===== src/rtl/isa_test_mon_pkg.sv =====
// rtl/isa_test_mon_pkg.sv - shared state encoding and register-index constants for the ISA test monitor
package isa_test_mon_pkg;

  typedef enum logic [1:0] {
    IDLE = 2'd0,
    RUN  = 2'd1,
    DONE = 2'd2,
    TOUT = 2'd3
  } mon_state_e;

  localparam int DEF_END_REG = 26;
  localparam int DEF_RES_REG = 27;
  localparam int DEF_NUM_REG = 3;

  localparam logic [31:0] PASS_VAL = 32'h1;

endpackage


===== src/rtl/isa_test_hart_snoop.sv =====
// rtl/isa_test_hart_snoop.sv - per-hart regfile write snooper: result/number shadows and sticky end flag
module isa_test_hart_snoop
  import isa_test_mon_pkg::*;
#(
  parameter int END_REG = DEF_END_REG,
  parameter int RES_REG = DEF_RES_REG,
  parameter int NUM_REG = DEF_NUM_REG
) (
  input  logic        clk,
  input  logic        rst,
  input  logic        clr,
  input  logic        active,
  input  logic        we,
  input  logic [4:0]  waddr,
  input  logic [31:0] wdata,
  output logic        end_nxt,
  output logic [31:0] res_nxt,
  output logic [31:0] num_nxt
);

  localparam logic [4:0] END_IDX = 5'(END_REG);
  localparam logic [4:0] RES_IDX = 5'(RES_REG);
  localparam logic [4:0] NUM_IDX = 5'(NUM_REG);

  logic        end_q;
  logic [31:0] res_q;
  logic [31:0] num_q;
  logic        hit;

  assign hit = active && we && (waddr != 5'd0);

  // Next-state values are exported so the top can resolve a write landing in the finishing cycle.
  always_comb begin
    end_nxt = end_q;
    res_nxt = res_q;
    num_nxt = num_q;
    if (hit) begin
      if (waddr == RES_IDX) res_nxt = wdata;
      if (waddr == NUM_IDX) num_nxt = wdata;
      if (waddr == END_IDX && wdata == 32'd1) end_nxt = 1'b1;
    end
  end

  always_ff @(posedge clk) begin
    if (rst || clr) begin
      end_q <= 1'b0;
      res_q <= '0;
      num_q <= '0;
    end else begin
      end_q <= end_nxt;
      res_q <= res_nxt;
      num_q <= num_nxt;
    end
  end

endmodule


===== src/rtl/isa_test_monitor.sv =====
// rtl/isa_test_monitor.sv - multi-hart ISA test-end monitor; optional trap injector under ISA_TEST_MON_TRAP_INJ_EN
module isa_test_monitor
  import isa_test_mon_pkg::*;
#(
  parameter int NHART       = 1,
  parameter int TIMEOUT_W   = 24,
  parameter int TIMEOUT_CYC = 30000,
  parameter int END_REG     = DEF_END_REG,
  parameter int RES_REG     = DEF_RES_REG,
  parameter int NUM_REG     = DEF_NUM_REG,
  parameter int TRAP_DLY    = 30,
  parameter int TRAP_LEN    = 7
) (
  input  logic                  clk,
  input  logic                  rst,
  input  logic                  start_i,
  input  logic [NHART-1:0]      we_i,
  input  logic [5*NHART-1:0]    waddr_i,
  input  logic [32*NHART-1:0]   wdata_i,
  input  logic [NHART-1:0]      mends_i,
  output logic [1:0]            state_o,
  output logic                  done_o,
  output logic                  pass_o,
  output logic                  fail_o,
  output logic                  timeout_o,
  output logic                  sw_end_o,
  output logic [31:0]           fail_num_o,
  output logic [1:0]            fail_hart_o,
  output logic                  ex_trap_o
);

  localparam logic [TIMEOUT_W-1:0] TO_LAST = TIMEOUT_W'(TIMEOUT_CYC - 1);

  mon_state_e           state;
  logic [TIMEOUT_W-1:0] cnt;
  logic                 in_run;
  logic                 arm;
  logic [NHART-1:0]     end_nxt;
  logic [31:0]          res_nxt [NHART];
  logic [31:0]          num_nxt [NHART];
  logic                 all_end;
  logic                 all_pass;
  logic                 mends_any;
  logic                 to_hit;
  logic                 run_exit;
  logic [1:0]           fail_hart_sel;
  logic [31:0]          fail_num_sel;

  assign in_run  = (state == RUN);
  assign arm     = start_i && !in_run;
  assign state_o = state;

  for (genvar h = 0; h < NHART; h++) begin : g_hart
    isa_test_hart_snoop #(
      .END_REG (END_REG),
      .RES_REG (RES_REG),
      .NUM_REG (NUM_REG)
    ) u_snoop (
      .clk     (clk),
      .rst     (rst),
      .clr     (arm),
      .active  (in_run),
      .we      (we_i[h]),
      .waddr   (waddr_i[5*h +: 5]),
      .wdata   (wdata_i[32*h +: 32]),
      .end_nxt (end_nxt[h]),
      .res_nxt (res_nxt[h]),
      .num_nxt (num_nxt[h])
    );
  end

  // Walk from the top hart down so the lowest failing index wins.
  always_comb begin
    all_pass      = 1'b1;
    fail_hart_sel = 2'd0;
    fail_num_sel  = 32'd0;
    for (int h = NHART - 1; h >= 0; h--) begin
      if (res_nxt[h] != PASS_VAL) begin
        all_pass      = 1'b0;
        fail_hart_sel = 2'(h);
        fail_num_sel  = num_nxt[h];
      end
    end
  end

  assign all_end   = &end_nxt;
  assign mends_any = |mends_i;
  assign to_hit    = (cnt == TO_LAST);
  assign run_exit  = all_end || mends_any || to_hit;

  always_ff @(posedge clk) begin
    if (rst) begin
      state       <= IDLE;
      cnt         <= '0;
      done_o      <= 1'b0;
      pass_o      <= 1'b0;
      fail_o      <= 1'b0;
      timeout_o   <= 1'b0;
      sw_end_o    <= 1'b0;
      fail_num_o  <= '0;
      fail_hart_o <= '0;
    end else begin
      case (state)
        RUN: begin
          if (all_end) begin
            state       <= DONE;
            done_o      <= 1'b1;
            pass_o      <= all_pass;
            fail_o      <= !all_pass;
            fail_hart_o <= fail_hart_sel;
            fail_num_o  <= fail_num_sel;
          end else if (mends_any) begin
            state    <= DONE;
            done_o   <= 1'b1;
            sw_end_o <= 1'b1;
          end else if (to_hit) begin
            state     <= TOUT;
            done_o    <= 1'b1;
            timeout_o <= 1'b1;
          end else begin
            cnt <= cnt + TIMEOUT_W'(1);
          end
        end
        default: begin
          if (start_i) begin
            state       <= RUN;
            cnt         <= '0;
            done_o      <= 1'b0;
            pass_o      <= 1'b0;
            fail_o      <= 1'b0;
            timeout_o   <= 1'b0;
            sw_end_o    <= 1'b0;
            fail_num_o  <= '0;
            fail_hart_o <= '0;
          end
        end
      endcase
    end
  end

`ifdef ISA_TEST_MON_TRAP_INJ_EN
  localparam int             TW     = $clog2(TRAP_DLY + TRAP_LEN + 2) + 1;
  localparam logic [TW-1:0]  WIN_LO = TW'(TRAP_DLY);
  localparam logic [TW-1:0]  WIN_HI = TW'(TRAP_DLY + TRAP_LEN);

  logic [TW-1:0] trap_cnt;
  logic [TW-1:0] trap_look;

  // Counter parks at WIN_HI once the pulse window has passed.
  assign trap_look = (trap_cnt == WIN_HI) ? trap_cnt : trap_cnt + TW'(1);

  always_ff @(posedge clk) begin
    if (rst) begin
      trap_cnt  <= '0;
      ex_trap_o <= 1'b0;
    end else if (arm) begin
      trap_cnt  <= '0;
      ex_trap_o <= (WIN_LO == '0) && (WIN_HI != '0);
    end else if (in_run) begin
      trap_cnt  <= trap_look;
      ex_trap_o <= !run_exit && (trap_look >= WIN_LO) && (trap_look < WIN_HI);
    end else begin
      ex_trap_o <= 1'b0;
    end
  end
`else
  logic unused_trap_cfg;
  assign unused_trap_cfg = ^{TRAP_DLY, TRAP_LEN, run_exit};
  assign ex_trap_o       = 1'b0;
`endif

endmodule


===== config.mk =====
export PLATFORM = sky130hd
export DESIGN_NAME = isa_test_monitor
export DESIGN_NICKNAME = d
export VERILOG_FILES = /design/src/rtl/isa_test_mon_pkg.sv /design/src/rtl/isa_test_hart_snoop.sv /design/src/rtl/isa_test_monitor.sv
export SDC_FILE = /design/constraint.sdc
export NUM_CORES = 1
export LEC_CHECK = 0
export CORE_UTILIZATION = 31
export CTS_CLUSTER_DIAMETER = 50
export CTS_CLUSTER_SIZE = 16
export DETAILED_ROUTE_END_ITERATION = 8
export PLACE_DENSITY = 0.53
export SYNTH_ARGS = -nofsm -noshare
export SYNTH_HDL_FRONTEND = slang
export SYNTH_SLANG_ARGS = --single-unit

===== constraint.sdc =====
create_clock -name clk -period 6.25 [get_ports clk]
set_input_delay 0.9375 -clock clk [delete_from_list [all_inputs] [get_ports clk]]
set_output_delay 0.9375 -clock clk [all_outputs]
set_load 0.01 [all_outputs]

==> results.toml <==
[placed_design]
post-dp-hpwl_mm = 8.58
post-place-cells = 809
place_congestion = 0.795
port_buffers = 80

[worst_setup_path]
cp_slowest_cell = "or4_1"
path_max_fanout = 33
critPathMaxStageDelay_ns = 0.98
startpoint_type = "input port"
critPathKind = "in2reg"
arrival_ns = 4.13
worstPathCellList = "clkdlybuf4s50_1 > nand3b_1 > or4_1 > nor3_1 > and4b_1 > nand2b_2 > o2bb2ai_1"
critical_path_required_ns = 6.50
crit_path_end_kind = "flip-flop"

[pwr]
switching_share_pct = 21.5
power_frac_seq_pct = 42.8
intPower_mw = 1.49
comb_power_share_pct = 5.0
irDropWorstVdd_mv = 0.188
power.switching_mw = 0.409
clockPowerShare_pct = 52.2
power_per_cell_area_nw_per_um2 = 284
p_leak_nw = 2.40
totalPowerFinal_mw = 1.90

[grt]
antenna_found_initial = 0
grt_pass1_vias = 4100
grt_overflow = 0
grt_pass1_wl_mm = 20.8
grt_usage_pct = 16.0
grt_max_degree = 56

[synthesis]
synth_top_area_cell = "dfxtp_1"
syn_area_um2 = 5170
yosysWarnings = 0
synthAdderAreaFrac_pct = 0.242
synth_top_family_by_area = "simple AND/OR/NAND/NOR gates"
synth.area.top_cells = "dfxtp_1 (49%), o2bb2ai_2 (8.7%), mux2i_1 (6.8%), nand2_1 (6.2%), a21oi_1 (4.5%)"
synth_common_cells = "dfxtp_1 (127), nand2_1 (85), nor2_1 (60), a21oi_1 (46), mux2i_1 (35)"
yosysSeqAreaShare_pct = 49.2
synth-seq-cells = 127
synth_most_common_cell = "dfxtp_1"
async_reset_ff_share_pct = 0
synth_compound_area_share_pct = 17.8
yosys.area_share.simple_pct = 20.2
yosysTopAreaCellShare_pct = 49.2
ys_types = 48
synth-edff-count = 0
synth-xor-area-share_pct = 1.53
synthMuxAreaShare_pct = 6.78
synthCells = 544
synth_ff_type = "dfxtp_1"
syn_area_per_cell_um2 = 9.50

[layout]
seqCellArea_um2 = 2540
stdcell_count = 840
multi_input_area_um2 = 2430
antenna_cells = 0
n_fill_cell = 1565
drive_gt1_share_pct = 11.7
syn2layout_area_growth_pct = 29.7
nNetsFinal = 655

[clock_tree]
ctsResizeCount = 0
clock_path_buffers = 2
numCtsBuffers = 17
cts-root-buf = "clkbuf_16"
cts_tree = "yes"
holdBufCountCts = 0
post_cts_buffers = 0
htreeDepth = 4
clock_sinks = 127
clkTransAtPathRegs_ns = 0.05
clk_latency_ns = 0.41

[timing]
finalCritPeriodShare_pct = 62.0
slew_viol_final = 0
setup-tns-final_ns = 0
rsz0062_at_grt = "false"
min_period_ns = 3.88
tightestPinTransition_ns = 1.13
slew_headroom_pct = 24.5
finalSetupViolCount = 0
finalClockSkew_ns = 0.00632
max_freq_mhz = 258
hold_violations = 0

[die]
die_y_um = 131
pin_count = 84
row_count = 46
dieArea_um2 = 17200
die-width_um = 131
core-area_um2 = 16100
start_util_pct = 32.2

[outcome]
status = "complete, no violations"

[detailed_routing]
wirelength_mm = 12.6
wire_per_inst_um = 15.0
avgViaCountPerCell = 4.95
num_vias = 4157
dr.pass1.iters = 4
drt_iter0_drc = 207
drc = 0
antenna_left = 0

[hold_path]
hp-class = "reg2reg"

[run]
drv_cap = 0
## worst max-delay path, delay by kind of cell
| family | cells | cell delay [ns] |
|---|---|---|
| AO/OA/AOI/OAI | 1 | 0.18 |
| AND/OR/NAND/NOR | 5 | 2.55 |
| buffers and inverters | 1 | 0.45 |
## layout make-up
cell class | count | share of cell area (%)
Tap cell | 216 | 4.03
Timing Repair Buffer | 85 | 12.5
Clock inverter | 10 | 2.05
Sequential cell | 127 | 37.9
Clock buffer | 21 | 6.87
Inverter | 5 | 0.280
Multi-Input combinational cell | 376 | 36.3
## registers in the layout, indices dropped and copies added (netlist names)
name,cells
fail_num_o,32
g_hart.u_snoop.num_q,32
g_hart.u_snoop.res_q,32
cnt,24
done_o,1
fail_o,1
g_hart.u_snoop.end_q,1
pass_o,1
state_o,1
sw_end_o,1
timeout_o,1
## layout by cell type, fill, tap and decap left out, types with 3 or more instances in the layout
| master | synthesis | layout |
|---|---|---|
| nand3_1 | 9 | 9 |
| o21ai_0 | 10 | 10 |
| a21oi_1 | 46 | 46 |
| nand4_1 | 12 | 12 |
| mux2i_1 | 35 | 35 |
| xnor2_1 | 9 | 9 |
| bufinv_16 | 0 | 3 |
| clkbuf_16 | 0 | 17 |
| buf_4 | 4 | 5 |
| a2111oi_0 | 3 | 3 |
| dfxtp_1 | 127 | 127 |
| o2bb2ai_2 | 30 | 30 |
| nor4_1 | 16 | 15 |
| nor4b_1 | 3 | 3 |
| a211oi_1 | 4 | 4 |
| inv_1 | 5 | 5 |
| nand2_1 | 85 | 84 |
| or3_1 | 10 | 10 |
| clkinv_2 | 0 | 3 |
| o31ai_1 | 4 | 4 |
| conb_1 | 1 | 3 |
| or4_1 | 5 | 5 |
| clkdlybuf4s50_1 | 0 | 80 |
| and2_1 | 3 | 3 |
| nor2_1 | 60 | 59 |
| nor3_1 | 4 | 4 |
## power by group through the flow
stage	clock network [mW]	registers [mW]	logic (mW)
2_1_floorplan	0	0.832	0.0449
3_3_place_gp	0	0.832	0.0939
3_5_place_dp	0	0.832	0.0948
4_1_cts	1.01	0.814	0.0953
5_1_grt	1.06	0.814	0.103
6_report	0.994	0.815	0.0952
## metrics by stage
stage / area, µm² / hold slack [ns] / setup WS [ns] / utilization, %
after floorplan: 5170 / 0.432 / 3.65 / -
after global placement: 6100 / 0.436 / 2.01 / 38.0
final: 6700 / 0.448 / 2.37 / 41.7
after global routing: 6700 / 0.469 / 2.11 / 41.7
after detailed placement: 6100 / 0.441 / 1.92 / 38.0
after CTS: 6700 / 0.448 / 2.35 / 41.7
## worst paths after layout
| kind | slack, ns | cells past startpoint | start | to |
|---|---|---|---|---|
| worst max-delay path | 2.37 | 7 | waddr_i[2] | fail_num_o[28] |
| worst min register to register | 0.45 | 2 | timeout_o | timeout_o |
| worst min-delay path | 0.45 | 2 | timeout_o | timeout_o |
| worst max register to register | 2.81 | 6 | done_o | fail_num_o[28] |
## kinds of logic (layout without fill, tap and decap cells)
logic type	count (synthesis)	after routing
simple gates	221	221
flops	127	127
compound gates	107	107
buf+inv	43	121
mux	35	35
xor+xnor	9	9
fa+ha+maj	1	1
other cells	1	3
## layer usage
layer / GRT usage, % / wire length [µm] / up-vias
met4: 4.94 / 118 / 0
li1: - / - / 2076
met2: 24.6 / 5640 / 89
met5: 0 / 0 / -
met1: 21.1 / 6280 / 1982
met3: 5.32 / 567 / 10
Power figures use the tool's default switching activity.
